### config.mk
export PLATFORM = sky130hd
export DESIGN_NAME = ps2_key_event_ctrl
export DESIGN_NICKNAME = d
export VERILOG_FILES = /design/src/rtl/ps2_key_event_ctrl.sv
export SDC_FILE = /design/constraint.sdc
export NUM_CORES = 1
export LEC_CHECK = 0
export BUFFER_PORTS_ARGS = -buffer_cell sky130_fd_sc_hd__buf_4
export CELL_PAD_IN_SITES_DETAIL_PLACEMENT = 2
export CELL_PAD_IN_SITES_GLOBAL_PLACEMENT = 2
export CORE_UTILIZATION = 25
export CTS_CLUSTER_SIZE = 28
export DETAILED_ROUTE_END_ITERATION = 12
export PLACE_DENSITY = 0.56
export SYNTH_ARGS = -nofsm -noshare
export SYNTH_HDL_FRONTEND = slang
export SYNTH_SLANG_ARGS = --single-unit
export TNS_END_PERCENT = 10
### constraint.sdc
create_clock -name clk -period 3.2 [get_ports clk]
set_clock_uncertainty 0.2 [all_clocks]
set_input_delay 0.64 -clock clk [delete_from_list [all_inputs] [get_ports clk]]
set_output_delay 0.64 -clock clk [all_outputs]
set_load 0.03 [all_outputs]
### src/rtl/ps2_key_event_ctrl.sv
// Folds PS/2 scan-code bytes into key events queued for the CPU, tracking modifiers and status.
// Optional PS2_TYPEMATIC_FILTER_EN: drop repeated makes of the most recently pressed key.
module ps2_key_event_ctrl #(
  parameter int unsigned EVQ_DEPTH   = 8,
  parameter int unsigned TIMEOUT_CYC = 2500000
) (
  input  logic                         clk,
  input  logic                         clrn,
  input  logic [7:0]                   kb_data,
  input  logic                         kb_ready,
  output logic                         kb_rdn,
  output logic [7:0]                   evt_code,
  output logic                         evt_ext,
  output logic                         evt_brk,
  output logic                         evt_valid,
  input  logic                         evt_rd,
  output logic [$clog2(EVQ_DEPTH):0]   evq_count,
  output logic [5:0]                   mods,
  output logic                         caps,
  output logic [2:0]                   status,
  input  logic                         status_clr
);

  localparam int unsigned PW = $clog2(EVQ_DEPTH);
  localparam int unsigned CW = PW + 1;
  localparam int unsigned TW = $clog2(TIMEOUT_CYC + 1);

  typedef struct packed {
    logic       brk;
    logic       ext;
    logic [7:0] code;
  } evt_t;

  typedef enum logic [1:0] {S_WAIT, S_PROC, S_SKIP} state_t;

  state_t        state;
  logic [7:0]    byte_r;
  logic          ext_p, brk_p;
  logic [2:0]    skip;
  logic [TW-1:0] timer;
  logic          caps_held;
  logic          st_tmo, st_err, st_bat;

  evt_t          mem [EVQ_DEPTH];
  logic [PW-1:0] wr_ptr, rd_ptr;
  logic [CW-1:0] count;

  logic full, rd_ok, pop, push, is_evt, special, drop, pause_push, running, tmo;
  evt_t push_data, head;

  // Byte classification and queue/timer control
  always_comb begin
    special = 1'b0;
    unique case (byte_r)
      8'hE0, 8'hF0, 8'hE1, 8'hAA, 8'hFA, 8'hEE, 8'hFE, 8'hFC, 8'h00, 8'hFF: special = 1'b1;
      default: special = 1'b0;
    endcase
    full       = (count == CW'(EVQ_DEPTH));
    // A pop strobe in flight means the receiver head is still the byte just taken
    rd_ok      = kb_ready && !kb_rdn && !full;
    pop        = evt_rd && evt_valid;
    is_evt     = (state == S_PROC) && !special;
    pause_push = (state == S_SKIP) && rd_ok && (skip == 3'd1);
    running    = ((state == S_WAIT) && (ext_p || brk_p)) || (state == S_SKIP);
    tmo        = running && !rd_ok && (timer == TW'(TIMEOUT_CYC - 1));
    push       = (is_evt && !drop) || pause_push;
    push_data  = pause_push ? evt_t'{brk: 1'b0, ext: 1'b1, code: 8'hE1}
                            : evt_t'{brk: brk_p, ext: ext_p, code: byte_r};
  end

`ifdef PS2_TYPEMATIC_FILTER_EN
  logic       lm_valid;
  logic [8:0] last_make;

  assign drop = is_evt && !brk_p && lm_valid && (last_make == {ext_p, byte_r});

  always_ff @(posedge clk or negedge clrn) begin
    if (!clrn) begin
      lm_valid  <= 1'b0;
      last_make <= '0;
    end else if (is_evt) begin
      if (!brk_p) begin
        lm_valid  <= 1'b1;
        last_make <= {ext_p, byte_r};
      end else if (lm_valid && (last_make == {ext_p, byte_r})) begin
        lm_valid <= 1'b0;
      end
    end
  end
`else
  assign drop = 1'b0;
`endif

  // Event queue storage
  always_ff @(posedge clk) begin
    if (push) mem[wr_ptr] <= push_data;
  end

  assign head      = mem[rd_ptr];
  assign evt_code  = head.code;
  assign evt_ext   = head.ext;
  assign evt_brk   = head.brk;
  assign evt_valid = (count != '0);
  assign evq_count = count;
  assign status    = {st_tmo, st_err, st_bat};

  // Event queue pointers and occupancy
  always_ff @(posedge clk or negedge clrn) begin
    if (!clrn) begin
      wr_ptr <= '0;
      rd_ptr <= '0;
      count  <= '0;
    end else begin
      if (push) wr_ptr <= wr_ptr + PW'(1);
      if (pop)  rd_ptr <= rd_ptr + PW'(1);
      case ({push, pop})
        2'b10:   count <= count + CW'(1);
        2'b01:   count <= count - CW'(1);
        default: count <= count;
      endcase
    end
  end

  // Sticky status; a same-cycle set overrides the clear
  always_ff @(posedge clk or negedge clrn) begin
    if (!clrn) begin
      st_tmo <= 1'b0;
      st_err <= 1'b0;
      st_bat <= 1'b0;
    end else begin
      st_tmo <= tmo | (st_tmo & ~status_clr);
      st_err <= ((state == S_PROC) && ((byte_r == 8'h00) || (byte_r == 8'hFF))) | (st_err & ~status_clr);
      st_bat <= ((state == S_PROC) && (byte_r == 8'hAA)) | (st_bat & ~status_clr);
    end
  end

  // Modifier and caps-lock tracking on pushed key events
  always_ff @(posedge clk or negedge clrn) begin
    if (!clrn) begin
      mods      <= '0;
      caps      <= 1'b0;
      caps_held <= 1'b0;
    end else if (is_evt && !drop) begin
      case ({ext_p, byte_r})
        9'h012:  mods[0] <= !brk_p;
        9'h059:  mods[1] <= !brk_p;
        9'h014:  mods[2] <= !brk_p;
        9'h114:  mods[3] <= !brk_p;
        9'h011:  mods[4] <= !brk_p;
        9'h111:  mods[5] <= !brk_p;
        default: ;
      endcase
      if (!ext_p && (byte_r == 8'h58)) begin
        if (!brk_p) begin
          if (!caps_held) caps <= ~caps;
          caps_held <= 1'b1;
        end else begin
          caps_held <= 1'b0;
        end
      end
    end
  end

  // Receiver handshake and prefix sequencing
  always_ff @(posedge clk or negedge clrn) begin
    if (!clrn) begin
      state  <= S_WAIT;
      kb_rdn <= 1'b0;
      byte_r <= '0;
      ext_p  <= 1'b0;
      brk_p  <= 1'b0;
      skip   <= '0;
      timer  <= '0;
    end else begin
      kb_rdn <= 1'b0;
      case (state)
        S_WAIT: begin
          if (rd_ok) begin
            kb_rdn <= 1'b1;
            byte_r <= kb_data;
            timer  <= '0;
            state  <= S_PROC;
          end else if (tmo) begin
            ext_p <= 1'b0;
            brk_p <= 1'b0;
            timer <= '0;
          end else if (running) begin
            timer <= timer + TW'(1);
          end else begin
            timer <= '0;
          end
        end
        S_PROC: begin
          state <= S_WAIT;
          case (byte_r)
            8'hE0: ext_p <= 1'b1;
            8'hF0: brk_p <= 1'b1;
            8'hE1: begin
              skip  <= 3'd7;
              state <= S_SKIP;
            end
            default: begin
              ext_p <= 1'b0;
              brk_p <= 1'b0;
            end
          endcase
        end
        S_SKIP: begin
          if (rd_ok) begin
            kb_rdn <= 1'b1;
            timer  <= '0;
            skip   <= skip - 3'd1;
            if (skip == 3'd1) state <= S_WAIT;
          end else if (tmo) begin
            skip  <= '0;
            ext_p <= 1'b0;
            brk_p <= 1'b0;
            timer <= '0;
            state <= S_WAIT;
          end else begin
            timer <= timer + TW'(1);
          end
        end
        default: state <= S_WAIT;
      endcase
    end
  end

endmodule

==> results of run 1 <==
[repair_timing]
action | in CTS | in global routing
endpoints found under the setup margin | 0 | 1
hold endpoints to repair | 0 | 0
hold buffers | 0 | 0
gates resized for setup | 0 | 3
[cells by family after synthesis]
logic type      Yosys count
xor+xnor                 26
fa+ha+maj                 8
buf+inv                  41
flops                   139
simple gates            152
compound gates           42
mux                      47
[registers in the layout, summed over array words and instances (netlist names), 3 cells and up]
signal and flops:
byte_r 8, evq_count 4, mem 80, mods 6, rd_ptr 3, skip 3
timer 22, wr_ptr 3
[worst paths after layout]
check / from / endpoint / slack, ns / cells past startpoint
min in group clk: kb_data[5] / byte_r[5]$_DFFE_PN0P_ / 0.24 / 2
max in group asynchronous: clrn / mods[1]$_DFFE_PN0P_ / 2.12 / 1
max reg2reg: byte_r[2]$_DFFE_PN0P_ / evq_count[2]$_DFFE_PN0P_ / 0.26 / 11
max: byte_r[2]$_DFFE_PN0P_ / evq_count[2]$_DFFE_PN0P_ / 0.26 / 11
min reg2reg: caps$_DFFE_PN0P_ / caps$_DFFE_PN0P_ / 0.28 / 1
min: clrn / rd_ptr[0]$_DFFE_PN0P_ / 0.11 / 1
[placed cells by master (no fill, tap or decap), types with 8 or more instances in the layout]
cell | synthesis | routed
mux2_2 | 20 | 20
clkbuf_16 | 0 | 17
inv_1 | 15 | 15
nand3_1 | 11 | 11
and2_1 | 8 | 8
nor2_1 | 29 | 29
dfrtp_1 | 59 | 59
edfxtp_1 | 80 | 80
xor2_1 | 16 | 16
mux4_2 | 20 | 20
buf_4 | 4 | 66
nand4_1 | 12 | 12
nand2_1 | 29 | 29
nand2b_1 | 8 | 8
xnor2_1 | 10 | 10
[routing by layer]
metal	GRT usage	vias up
met2	0.2367	39
met1	0.1682	2092
met4	0.04889	0
li1	-	1818
met5	0	-
met3	0.02645	11
[metrics by stage]
stage / util / cell area (µm²) / std cells
after floorplan: - / 6324 / 455
after global placement: 0.2908 / 7134 / 819
after detailed placement: 0.2908 / 7134 / 819
after CTS: 0.3157 / 7745 / 851
after global routing: 0.3165 / 7764 / 851
final: 0.3165 / 7764 / 851
[layout make-up]
cell class                      instances  area (µm²)
Inverter                               15       56.30
Timing Repair Buffer                   66       495.5
Tap cell                              324       405.4
Clock inverter                         15       185.2
Clock buffer                           17       425.4
Sequential cell                       139        3879
Multi-Input combinational cell        275        2317
Fill cell                            2616       16770
[power groups by stage]
stage	logic (mW)	clock network, mW	registers [mW]
finish	2.54	2.04	2.61
global route	2.76	2.15	2.66
CTS	2.60	2.09	2.62
detailed placement	2.58	0	2.65
global placement	2.49	0	2.62
floorplan	1.61	0	2.64
==> flow_summary.json, run 1 <==
{
  "met2_wirelength_mm": 8.519,
  "dieArea_um2": 25930,
  "cp_num_buf_inv": 0,
  "drv_slew": 0,
  "hp-class": "in2async",
  "insertion_delay_ns": 0.43,
  "start_util": 0.2578,
  "synth-seq-cells": 139,
  "crit_family": "simple AND/OR/NAND/NOR gates",
  "p_leak_nw": 2.939,
  "synth_compound_area_frac": 0.04808,
  "ant_nets": 0,
  "worst_pin_slew_ns": 0.8514,
  "ys_types": 60,
  "fin_hold_ws_ns": 0.1073,
  "drtIter0Drc": 139,
  "wl_met3_um": 306,
  "gr-usage-all-layers": 0.1364,
  "critPathLaunchType": "register",
  "dp_hpwl_mm": 11.03,
  "relSlewSlack": 0.4324,
  "switchingPower_mw": 2.701,
  "setup_viol": 0,
  "worstSetupEndpointType": "register",
  "synthTopCellsByArea": "edfxtp_1, dfrtp_1, mux4_2, mux2_2, xor2_1",
  "drv_cap": 0,
  "drc": 0,
  "grt_setup_unrepaired": "no",
  "antenna_cells": 0,
  "clock_path_buffers": 2,
  "viasPerCell": 4.653,
  "status": "complete, no violations",
  "drt_first_pass_iters": 4,
  "fin_nets": 535,
  "overflow": 0,
  "power_frac_comb": 0.353,
  "wl_met1_mm": 7.366,
  "layout_setup_ws_ns": 0.2627,
  "synth_edf_count": 80,
  "synthSimpleGateAreaFrac": 0.1397,
  "wl_per_cell_um": 19.25,
  "synth_top_family_by_area": "simple AND/OR/NAND/NOR gates",
  "synth-main-ff-cell": "edfxtp_1",
  "dp_worst_setup_slack_ns": 0.1623,
  "swShare": 0.3756,
  "io_buffers": 38,
  "yosysTopAreaCellShare": 0.3799,
  "synthMuxAreaShare": 0.1179,
  "num_vias": 3960,
  "total_power_mw": 7.190,
  "peakVddDrop_mv": 0.3386,
  "clock_sinks": 139,
  "p_per_area_nw_per_um2": 926.1,
  "cts_buffers": 17,
  "drive_gt1_frac": 0.2998,
  "place_congestion": 0.7538,
  "p_int_mw": 4.489,
  "required_ns": 3.31,
  "num_rows": 57,
  "antenna_found_initial": 0,
  "seq_area_frac_synth": 0.6134,
  "ioPinCount": 39,
  "crit_slowest_cell": "or4_4",
  "fp.dieW_um": 161.0,
  "grt_pass1_wl_mm": 26.45,
  "syn-num-nets": 476,
  "fmax_mhz": 340.5,
  "clockRootBuffer": "clkbuf_16",
  "worst-path-max-fanout": 7,
  "clk_pin_slew_worst_paths_ns": 0.07,
  "highest_layer": "met4",
  "cts_setup_buffers": 0,
  "yosys.area.top_type": "edfxtp_1",
  "synth_fa_ha_area_frac": 0.01583,
  "timing.final.crit_period_ns": 2.937,
  "worstSetupPathType": "reg2reg",
  "worstPathCellList": "or4_4, nor4_4, nor4b_2, a21boi_2, ha_2, xor2_1, ha_1, a21oi_1, xor2_1, nor2_1, xor2_1",
  "cts-htree-levels": 4,
  "grt_pass1_vias": 4525,
  "core_um2": 24530,
  "synth_xor_area_frac": 0.03601,
  "hold_violations": 0,
  "tns_ns": 0,
  "synth_top_cells_by_count": "edfxtp_1, dfrtp_1, nand2_1, nor2_1",
  "cts_tree": "yes",
  "syn_to_final_growth_pct": 22.77,
  "seqPwrFrac": 0.363,
  "worstPathArrival_ns": 3.05,
  "max_stage_delay_ns": 0.53,
  "ys_warn_count": 0,
  "period_share": 0.9179,
  "grt_max_degree": 60,
  "synthesis.area_um2": 6324,
  "routed_wl_mm": 16.39,
  "die_h_um": 161.0,
  "cpMostUsedCell": "xor2_1",
  "synthArstFlopShare": 0.4245,
  "yosysMostFrequentCell": "edfxtp_1",
  "power_frac_clock": 0.284,
  "synthesis.instances": 455,
  "synth.avg_cell_area_um2": 13.90
}
(Power assumes the default switching activity.)
==> inputs of run 2 (changes only) <==
clock period = 2.6 ns   (was 3.2 ns; I/O delays follow)
==> flow_summary.json, run 2 (same netlist as run 1, synthesis figures left out) <==
{
  "status": "finished, violations left",
  "violations": "negative setup slack",
  "io_buffers": 38,
  "required_ns": 1.88,
  "place_congestion": 0.7884,
  "grt_pass1_wl_mm": 26.28,
  "drt_first_pass_iters": 4,
  "wl_per_cell_um": 18.61,
  "worst_pin_slew_ns": 0.6246,
  "r2r_cells": 11,
  "relSlewSlack": 0.5827,
  "syn_to_final_growth_pct": 30.17,
  "gr-usage-all-layers": 0.1353,
  "p_int_mw": 6.051,
  "dp_hpwl_mm": 11.48,
  "ant_nets": 0,
  "worst-path-max-fanout": 12,
  "min_to": "byte_r[3]$_DFFE_PN0P_",
  "worstPathArrival_ns": 2.09,
  "switchingPower_mw": 3.312,
  "antenna_found_initial": 0,
  "layout_setup_ws_ns": -0.2089,
  "tns_ns": -2.393,
  "largest_reg_flops": 80,
  "layoutNonFillerInstCount": 891,
  "critPathLaunchType": "register",
  "drtIter0Drc": 138,
  "grt_busiest_layer": "met2",
  "final_util": 0.3355,
  "num_vias": 4079,
  "dp_cells": 856,
  "holdPathStages": 3,
  "timing.final.crit_period_ns": 2.809,
  "hp-class": "in2reg",
  "r2r_end": "evq_count[2]$_DFFE_PN0P_",
  "clockRootBuffer": "clkbuf_16",
  "regMostFlops": "mem",
  "mostFrequentLayoutCells": "buf_4, edfxtp_1, dfrtp_1",
  "die_h_um": 161.0,
  "routed_wl_mm": 16.58,
  "cts-htree-levels": 4,
  "layout_commonest_cell": "buf_4",
  "peakVddDrop_mv": 0.5106,
  "fp.dieW_um": 161.0,
  "drc": 0,
  "viasPerCell": 4.578,
  "clk_pin_slew_worst_paths_ns": 0.06,
  "r2r-start": "byte_r[2]$_DFFE_PN0P_",
  "period_share": 1.080,
  "clock_sinks": 139,
  "worstSetupPathType": "reg2out",
  "setup_viol": 31,
  "hold_violations": 0,
  "clock_path_buffers": 2,
  "grt_pass1_vias": 4611,
  "use_met1": 0.1645,
  "gr-usage-met2": 0.2386,
  "grt_setup_unrepaired": "yes",
  "ioPinCount": 39,
  "grt_max_degree": 38,
  "p_leak_nw": 3.190,
  "drv_slew": 0,
  "p_per_area_nw_per_um2": 1137,
  "power_frac_clock": 0.271,
  "start_util": 0.2578,
  "use_met3": 0.02876,
  "insertion_delay_ns": 0.42,
  "hp-start": "kb_data[3]",
  "fmax_mhz": 356.0,
  "worstSetupEndpointType": "output port",
  "core_um2": 24530,
  "ff2ff_setup_slack_ns": -0.17,
  "num_rows": 57,
  "power_frac_comb": 0.392,
  "antenna_cells": 0,
  "drive_gt1_frac": 0.3563,
  "drv_cap": 0,
  "cts_tree": "yes",
  "fin_nets": 575,
  "cts_buffers": 17,
  "dieArea_um2": 25930,
  "swShare": 0.3537,
  "reg.largest.list": "mem: 80 flops, timer: 22 flops, byte_r: 8 flops",
  "seqPwrFrac": 0.338,
  "overflow": 0
}
==> run 2: cell count changes in the layout (fill, tap and decap cells not counted), sizes merged <==
cell	before	now
buf	66	105
bufinv	0	2
clkinvlp	1	0
dlygate4sd3	0	1
inv	25	24
==> run 2: cell type report <==
| class | count | area, µm² |
|---|---|---|
| well taps | 324 | 405.4 |
| inverters | 15 | 56.30 |
| fillers | 2585 | 16300 |
| clock inverters | 15 | 192.7 |
| flip-flops and latches | 139 | 3881 |
| multi-input cells | 275 | 2344 |
| clock buffers | 17 | 425.4 |
| repair buffers | 106 | 927.1 |
==> run 2: per-layer routing <==
metal / routed length [µm] / vias to the layer above / part of all wire
li1: - / 1914 / -
met1: 7256 / 2116 / 0.44
met2: 8833 / 38 / 0.53
met3: 338 / 11 / 0.020
met4: 155 / 0 / 0.0093
met5: 0 / - / 0
==> run 2: critical path, stage by stage, from the launching register on <==
cell and delay [ns]:
dfrtp_1 0.47, buf_12 0.20, mux4_2 0.54, mux2_2 0.28
buf_4 0.17
==> run 2: power by group through the flow <==
stage	logic, mW	clock network (mW)	registers, mW
global placement	3.56	0	3.15
CTS	3.75	2.61	3.15
global route	3.99	2.69	3.21
finish	3.67	2.54	3.16
detailed placement	3.68	0	3.19
floorplan	2.02	0	3.25
==> run 2: how the worst max path moves through the flow <==
stage                                     start                       end  slack (ns)  depth (start not counted)
after floorplan           byte_r[1]$_DFFE_PN0P_  evq_count[2]$_DFFE_PN0P_       -0.34                         12
after global placement    byte_r[0]$_DFFE_PN0P_  evq_count[2]$_DFFE_PN0P_       -0.24                         11
after detailed placement  byte_r[0]$_DFFE_PN0P_  evq_count[2]$_DFFE_PN0P_       -0.29                         11
after CTS                 byte_r[2]$_DFFE_PN0P_  evq_count[2]$_DFFE_PN0P_       -0.29                         11
after global routing      byte_r[0]$_DFFE_PN0P_  evq_count[2]$_DFFE_PN0P_       -0.34                         11
final                     rd_ptr[0]$_DFFE_PN0P_               evt_code[3]       -0.21                          4
==> run 2: timing repair <==
action,in CTS,in global routing
hold endpoints to repair,35,0
endpoints found under the setup margin,66,95
hold buffers,1,0
resized for setup,7,3
pin swaps,5,1
buffers inserted,1,1
==> run 2: per-stage QoR <==
stage | total power, mW | hold WS [ns] | setup WS (ns) | area (µm²)
6_report | 9.363 | 0.1240 | -0.2089 | 8232
2_1_floorplan | 5.267 | 0.02441 | -0.3355 | 6364
5_1_grt | 9.883 | 0.1185 | -0.3380 | 8232
4_1_cts | 9.509 | 0.1088 | -0.2875 | 8207
3_5_place_dp | 6.873 | 0.2782 | -0.2936 | 7540
3_3_place_gp | 6.707 | 0.2675 | -0.2408 | 7540
